[config.mk]
export PLATFORM = sky130hd
export DESIGN_NAME = acia_txq
export DESIGN_NICKNAME = d
export VERILOG_FILES = /design/src/rtl/acia_txq.sv
export SDC_FILE = /design/constraint.sdc
export NUM_CORES = 1
export LEC_CHECK = 0
export ABC_AREA = 1
export CAP_MARGIN = 0
export CORE_MARGIN = 4
export CORE_UTILIZATION = 63
export DETAILED_ROUTE_END_ITERATION = 10
export DONT_BUFFER_PORTS = 1
export PLACE_DENSITY = 0.79
export SLEW_MARGIN = 30
export SYNTH_ARGS = -nofsm -noshare
export SYNTH_HDL_FRONTEND = slang
export SYNTH_SLANG_ARGS = --single-unit
[constraint.sdc]
create_clock -name clk -period 2.8 [get_ports clk]
set_clock_uncertainty 0.05 [all_clocks]
set_input_delay 0.56 -clock clk [delete_from_list [all_inputs] [get_ports clk]]
set_output_delay 0.56 -clock clk [all_outputs]
set_load 0.01 [all_outputs]
[src/rtl/acia_txq.sv]
// rtl/acia_txq.sv - Byte FIFO that drains one byte per ACIA transmit-empty handshake
module acia_txq #(
    parameter int DEPTH = 16
) (
    input  logic                       clk,
    input  logic                       rst_ni,
    input  logic                       wr_i,
    input  logic [7:0]                 din_i,
    input  logic                       clr_ovf_i,
    output logic                       full_o,
    output logic                       empty_o,
    output logic [$clog2(DEPTH):0]     count_o,
    output logic                       overflow_o,
    output logic                       idle_o,
    output logic                       acia_wr_o,
    output logic                       acia_rs_o,
    output logic [7:0]                 acia_dout_o,
    input  logic                       acia_txe_i
);
    localparam int AW = $clog2(DEPTH);
    localparam int CW = AW + 1;

    typedef enum logic [1:0] {S_IDLE, S_WAIT_LO, S_WAIT_HI} state_t;

    logic [7:0]    mem_q [DEPTH];
    logic [AW-1:0] wr_ptr_q, wr_ptr_d;
    logic [AW-1:0] rd_ptr_q, rd_ptr_d;
    logic [CW-1:0] count_q, count_d;
    logic          ovf_q, ovf_d;
    logic          strobe_q, strobe_d;
    logic [7:0]    dout_q, dout_d;
    logic [2:0]    guard_q, guard_d;
    state_t        state_q, state_d;
    logic          full, empty, push, pop;

    assign full  = (count_q == CW'(DEPTH));
    assign empty = (count_q == '0);
    // Full is judged on pre-edge state, so a same-cycle pop never rescues a push.
    assign push  = wr_i & ~full;

    always_comb begin
        state_d  = state_q;
        guard_d  = guard_q;
        strobe_d = 1'b0;
        dout_d   = dout_q;
        pop      = 1'b0;
        case (state_q)
            S_IDLE: begin
                if (!empty && acia_txe_i) begin
                    pop      = 1'b1;
                    strobe_d = 1'b1;
                    dout_d   = mem_q[rd_ptr_q];
                    guard_d  = 3'd0;
                    state_d  = S_WAIT_LO;
                end
            end
            S_WAIT_LO: begin
                // Give up after 7 cycles so an ACIA held in reset cannot wedge the queue.
                if (!acia_txe_i) begin
                    guard_d = 3'd0;
                    state_d = S_WAIT_HI;
                end else if (guard_q == 3'd6) begin
                    guard_d = 3'd0;
                    state_d = S_IDLE;
                end else begin
                    guard_d = guard_q + 3'd1;
                end
            end
            S_WAIT_HI: begin
                if (acia_txe_i) begin
                    state_d = S_IDLE;
                end
            end
            default: begin
                state_d = S_IDLE;
                guard_d = 3'd0;
            end
        endcase

        wr_ptr_d = push ? wr_ptr_q + AW'(1) : wr_ptr_q;
        rd_ptr_d = pop  ? rd_ptr_q + AW'(1) : rd_ptr_q;

        case ({push, pop})
            2'b10:   count_d = count_q + CW'(1);
            2'b01:   count_d = count_q - CW'(1);
            default: count_d = count_q;
        endcase

        if (wr_i && full) begin
            ovf_d = 1'b1;
        end else if (clr_ovf_i) begin
            ovf_d = 1'b0;
        end else begin
            ovf_d = ovf_q;
        end
    end

    always_ff @(posedge clk or negedge rst_ni) begin
        if (!rst_ni) begin
            state_q  <= S_IDLE;
            guard_q  <= 3'd0;
            strobe_q <= 1'b0;
            dout_q   <= 8'h00;
            wr_ptr_q <= '0;
            rd_ptr_q <= '0;
            count_q  <= '0;
            ovf_q    <= 1'b0;
        end else begin
            state_q  <= state_d;
            guard_q  <= guard_d;
            strobe_q <= strobe_d;
            dout_q   <= dout_d;
            wr_ptr_q <= wr_ptr_d;
            rd_ptr_q <= rd_ptr_d;
            count_q  <= count_d;
            ovf_q    <= ovf_d;
        end
    end

    always_ff @(posedge clk) begin
        if (push) begin
            mem_q[wr_ptr_q] <= din_i;
        end
    end

    assign full_o      = full;
    assign empty_o     = empty;
    assign count_o     = count_q;
    assign overflow_o  = ovf_q;
    assign idle_o      = empty & (state_q == S_IDLE) & acia_txe_i;
    assign acia_wr_o   = strobe_q;
    assign acia_rs_o   = strobe_q;
    assign acia_dout_o = dout_q;
endmodule

Word-level counts from Yosys, hierarchy flattened
Memory sizes are Yosys's and may differ from the RTL's. A register that Yosys moved wholly into a read port is not among the register bits.
Index checks and enable logic that the tools add are counted.
{"block": "totals", "output_inout_bits": 19, "word_cells": 54, "in_bits": 13, "register_bits": 20, "mem_bits_rw": 128, "mem_count": 1}
{"block": "classes", "eq_ne": 9, "n_addsub": 5, "reduce_logical": 11, "n_bitwise": 5, "muxes": 16}
{"memory": "mem_q", "words": 16, "word_bits": 8, "read_ports": 1, "rd_clocked_by_memory_dff": 1, "wr": 1, "line_no": "25", "source": "logic [7:0] mem_q [DEPTH];"}
{"operator": "one-hot mux 5 bit (2 select lines)", "n": 1}
{"operator": "2-to-1 mux 3 bit", "n": 3}
{"operator": "one-hot mux 3 bit (3 select lines)", "n": 1}
{"operator": "adder 4 x 1 -> 4 bit (second input constant)", "n": 2}
{"operator": "2-to-1 mux 2 bit", "n": 4}
{"operator": "2-to-1 mux 1 bit", "n": 6}
{"operator": "one-hot mux 2 bit (3 select lines)", "n": 1}
{"operator": "adder 5 x 1 -> 5 bit (second input constant)", "n": 1}
{"operator": "equality test 5 bit (second input constant)", "n": 1}
{"operator": "zero test 5 bit", "n": 1}
{"operator": "subtractor 5 x 1 -> 5 bit (second input constant)", "n": 1}
{"operator": "equality test 2 x 1 -> 1 bit (second input constant)", "n": 2}
{"operator": "equality test 2 bit (second input constant)", "n": 2}
{"operator": "inequality test 2 bit (second input constant)", "n": 2}
{"operator": "AND reduction 2 bit", "n": 2}
{"operator": "nonzero test 2 bit", "n": 2}
{"operator": "adder 3 x 1 -> 3 bit (second input constant)", "n": 1}
{"operator": "bitwise AND 1 bit", "n": 3}
{"operator": "equality test 3 bit (second input constant)", "n": 1}
{"operator": "inequality test 3 bit (second input constant)", "n": 1}
{"operator": "AND reduction 3 bit", "n": 1}
{"operator": "logical AND 1 bit", "n": 2}
{"operator": "zero test 1 bit", "n": 2}
{"operator": "zero test 2 bit", "n": 1}
{"operator": "inverter 1 bit", "n": 2}

Logic depth before layout (Yosys ltp)
{"block": "depth", "ltp_word": 7, "ltp_mapped": 19, "mapped_depth_nobuf": 17}

Least setup slack after synthesis
Ideal clock, no wire load.
{"block": "synth_timing", "kind": "register to register", "start": "register count_q[1], in the netlist count_o[1]", "end": "register count_q[4], in the netlist count_o[4]", "setup_time_ps": 117, "stages_incl_launch_ff": 20, "required_ps": 2633, "path_slack_ps": 401, "period_less_slack_ps": 2399, "path_buffers": 2, "arrival_time_ps": 2233, "cell_sequence": "dfrtp_1 nor2_2 nand4_2 nand2_1 nand2_2 nand2_2 inv_2 buf_6 ha_1 clkbuf_2 xor2_1 ha_1 a21oi_1 nor2_1 nand2_1 nand2_1 nand2_1 nand2_1 nand2_1 nand2_1"}
{"block": "synth_between", "elab_chain_cells": 7, "word_cells_on_any_way": 14, "classes_between": "2 x add/sub; 3 x eq/ne; 3 x mux; 2 x bitwise; 4 x reduce/logical"}
{"element": "start, declared", "line_no": "28", "source": "logic [CW-1:0] count_q, count_d;"}
{"element": "start signal, assigned", "line_no": "115", "source": "count_q <= count_d;"}
{"element": "zero test 5 bit *", "line_no": "37", "source": "assign empty = (count_q == '0);"}
{"element": "zero test 1 bit *", "line_no": "49", "source": "if (!empty && acia_txe_i) begin"}
{"element": "logical AND 1 bit *", "line_no": "49"}
{"element": "2-to-1 mux 1 bit *", "line_no": "49"}
{"element": "2-to-1 mux 1 bit *", "line_no": "47", "source": "case (state_q)"}
{"element": "via pop", "line_no": "34", "source": "logic full, empty, push, pop;"}
{"element": "equality test 2 x 1 -> 1 bit / equality test 2 bit (equally long branches)", "line_no": "83", "source": "case ({push, pop})"}
{"element": "one-hot mux 5 bit (2 select lines) / nonzero test 2 bit (equally long branches)"}
The timed path passes the listed nets; every way through them passes the cells marked *.
A chain may end at the register's enable or synchronous reset.

Worst setup path after layout
{"block": "layout_timing", "start": "register count_q[3], in the netlist count_o[3]", "end": "register count_q[4], in the netlist count_o[4]"}
{"block": "layout_between", "elab_chain_cells": 7, "word_cells_on_any_way": 14, "classes_between": "2 x add/sub; 3 x eq/ne; 3 x mux; 2 x bitwise; 4 x reduce/logical"}
{"element": "zero test 5 bit", "line_no": "37"}
{"element": "zero test 1 bit", "line_no": "49"}
{"element": "logical AND 1 bit", "line_no": "49"}
{"element": "2-to-1 mux 1 bit", "line_no": "49"}
{"element": "2-to-1 mux 1 bit", "line_no": "47"}
{"element": "equality test 2 x 1 -> 1 bit / equality test 2 bit (equally long branches)", "line_no": "83"}
{"element": "one-hot mux 5 bit (2 select lines) / nonzero test 2 bit (equally long branches)"}
Parallel ways exist; a longest one is shown, timed or not.

==> flow_metrics.env <==
export IMPL_post_route_period_util=0.931
export IMPL_clk_latency_ns=0.54
export IMPL_cpPeakStageDelay_ns=0.45
export IMPL_cp_end_kind="register"
export IMPL_final_hold_viol_count=0
export IMPL_dp_cells=840
export IMPL_slew_headroom=0.393
export IMPL_yosys_warnings=0
export IMPL_drtIter0Drc=527
export IMPL_wl_per_cell_um=18.0
export IMPL_cts_buffers=17
export IMPL_area_delta_synth_final_pct=10.7
export IMPL_cts_tree="done"
export IMPL_fp_row_count=38
export IMPL_gp_congestion=0.865
export IMPL_rsz0062_at_grt="no"
export IMPL_max_cap_viol_count=0
export IMPL_p_sw_mw=3.10
export IMPL_die_area_um2=12900
export IMPL_tightestPinTransition_ns=0.905
export IMPL_p_seq_frac=0.387
export IMPL_synthArstFlopShare=0.179
export IMPL_synth_top_area_cell="edfxtp_1"
export IMPL_cts_setup_buffers=0
export IMPL_antenna_found_initial=0
export IMPL_start_kind="register"
export IMPL_die_y_um=114
export IMPL_netlist_top_cells_area="edfxtp_1 55%, nand2_1 12%, dfrtp_1 10%"
export IMPL_dpl_hpwl_um=9830
export IMPL_worstPathArrival_ns=2.99
export IMPL_drtPass1Iterations=5
export IMPL_crit_type="register to register"
export IMPL_coreArea_um2=10900
export IMPL_hold_path_class="input port to register"
export IMPL_synth_cells=711
export IMPL_setup_tns_ns=0
export IMPL_cts_clk_slew_worst_paths_ns=0.06
export IMPL_viasPerCell=5.61
export IMPL_combPwrFrac=0.341
export IMPL_power_switching_share=0.379
export IMPL_diodes=0
export IMPL_post_route_min_period_ns=2.61
export IMPL_drc=0
export IMPL_drv_slew=0
export IMPL_vdd_drop_max_mv=0.924
export IMPL_max_freq_ghz=0.384
export IMPL_crit_family="simple AND/OR/NAND/NOR gates"
export IMPL_chipWidth_um=114
export IMPL_cp_data_required_time_ns=3.18
export IMPL_num_io_pins=32
export IMPL_antenna_left=0
export IMPL_synth_top_area_share=0.547
export IMPL_grt_total_usage=0.258
export IMPL_vias=4899
export IMPL_cts_num_sinks=156
export IMPL_wl_um=15700
export IMPL_synth_edf_count=128
export IMPL_grt_start_max_net_pins=67
export IMPL_cts_path_max_buffers=2
export IMPL_grt_pass1_wl_um=24900
export IMPL_nets=742
export IMPL_h_tree_depth=4
export IMPL_setup_viol=0
export IMPL_path_max_fanout=16
export IMPL_yosysSeqAreaShare=0.647
export IMPL_grt_overflow_total=0
export IMPL_synthFlopType="edfxtp_1"
export IMPL_synth_nets=732
export IMPL_fin_cells=874
export IMPL_syn_area_um2=7030
export IMPL_outcome="finished, final reports clean"
export IMPL_power_leakage_nw=3.48
export IMPL_crit_buf_inv=2
export IMPL_powerDensity_nw_per_um2=1050
export IMPL_start_util=0.645
export IMPL_clockPowerShare=0.272
export IMPL_port_buffers=0
export IMPL_grt_pass1_vias=4788
export IMPL_nFillCells=758
export IMPL_cts_root_buf="clkbuf_8"
export IMPL_drive_above_1_share=0.0845
export IMPL_cp_cell_sequence="inv_1 -> nand4_2 -> nand2_1 -> nand2_2 -> nand2_2 -> inv_4 -> ha_2 -> xor2_1 -> ha_1 -> a21oi_2 -> nor2_1 -> nand2_1 -> nand3_1 -> nand2_1 -> nand2_1 -> nand2_1"
export IMPL_ys_ff_latch=156
export IMPL_syn_avg_cell_area_um2=9.88
export IMPL_ys_types=29
export IMPL_cp_slowest_cell="dfrtp_1"
export IMPL_synth_common_cells="231 x nand2_1, 128 x edfxtp_1, 124 x inv_1"
export IMPL_synthMostInstantiatedCell="nand2_1"
export IMPL_path_common_cell="nand2_1"
export IMPL_power_internal_mw=5.08
-- final cells by class --
class	count	area, um^2	share of cell area
flip-flops and latches	156	4550	0.585
multi-input cells	397	1820	0.234
inverters	128	483	0.0621
clock buffers	17	414	0.0532
repair buffers	21	185	0.0238
well taps	140	175	0.0225
clock inverters	15	155	0.0199
-- worst reg2reg max path, cell delays in order (launching register included) --
cell and delay (ns):
dfrtp_1 0.45, inv_1 0.13, nand4_2 0.15, nand2_1 0.08, nand2_2 0.08, nand2_2 0.07
inv_4 0.16, ha_2 0.28, xor2_1 0.23, ha_1 0.23, a21oi_2 0.06, nor2_1 0.18
nand2_1 0.10, nand3_1 0.09, nand2_1 0.06, nand2_1 0.06, nand2_1 0.05
-- sequential cells by signal, indices dropped and copies added (netlist names) --
| signal | cells |
|---|---|
| overflow_o | 1 |
| rd_ptr_q | 4 |
| acia_dout_o | 8 |
| mem_q | 128 |
| state_q | 2 |
| wr_ptr_q | 4 |
| acia_rs_o | 1 |
| count_o | 5 |
| guard_q | 3 |
-- kinds of logic after synthesis --
family	Yosys count	share of synthesized area
buffers and inverters	158	0.0951
adders and majority gates	8	0.0142
xor gates and xnor gates	9	0.0112
and+or+nand+nor	364	0.220
DFF	156	0.647
AOI/OAI and AO/OA	16	0.0123
-- final timing paths --
| path | endpoint | from | cells past startpoint | slack (ns) |
|---|---|---|---|---|
| worst max-delay path | count_o[4]$_DFFE_PN0P_ | count_o[3]$_DFFE_PN0P_ | 16 | 0.19 |
| worst min-delay path | state_q[1]$_DFFE_PN0P_ | acia_txe_i | 1 | 0.03 |
| worst max register to register | count_o[4]$_DFFE_PN0P_ | count_o[3]$_DFFE_PN0P_ | 16 | 0.19 |
| worst min register to register | acia_dout_o[7]$_DFFE_PN0P_ | acia_dout_o[7]$_DFFE_PN0P_ | 2 | 0.50 |
| max in group asynchronous | count_o[0]$_DFFE_PN0P_ | rst_ni | 2 | 2.10 |
| min in group asynchronous | rd_ptr_q[0]$_DFFE_PN0P_ | rst_ni | 2 | 0.42 |
-- per-layer routing --
layer	track usage	vias to the layer above	routed length [um]
met1	0.345	2302	6360
met5	0	-	0
li1	-	2300	-
met3	0.0796	43	1450
met2	0.399	254	7470
met4	0.103	0	410
-- placed cells by master (no fill, tap or decap), drive strengths merged --
cell type,count
a21oi,3
clkinv,11
dlygate4sd3,1
inv,125
nor4,1
clkbuf,17
o21ai,10
clkinvlp,4
dfrtp,28
nor2,10
o31ai,2
nand3,102
nand3b,2
edfxtp,128
nand4,2
xor2,7
bufinv,3
buf,20
nand2,235
a31oi,1
xnor2,2
ha,8
nor3,12
-- power by group through the flow --
stage	Clock, mW	Sequential, mW	Combinational [mW]
CTS	2.23	3.16	2.73
finish	2.22	3.17	2.79
global placement	0	3.19	2.58
global route	2.36	3.20	3.11
detailed placement	0	3.20	2.69
floorplan	0	3.13	2.10
-- stage by stage --
stage | cell area (um^2) | utilization | setup slack [ns] | power [mW] | hold slack [ns]
5_1_grt | 7780 | 0.715 | 0.0196 | 8.67 | 0.00860
4_1_cts | 7770 | 0.714 | 0.0798 | 8.12 | 0.0145
2_1_floorplan | 7030 | - | 0.401 | 5.23 | 0.214
6_report | 7780 | 0.715 | 0.194 | 8.18 | 0.0312
3_3_place_gp | 7170 | 0.658 | 0.347 | 5.76 | 0.216
3_5_place_dp | 7170 | 0.658 | 0.0871 | 5.89 | 0.216
-- repair_timing --
item                                    CTS  global route
endpoints found under the hold margin    28             0
endpoints found under the setup margin    0             2
hold buffers                              2             0
gates resized for setup                   0             6
(Power assumes the default switching activity.)
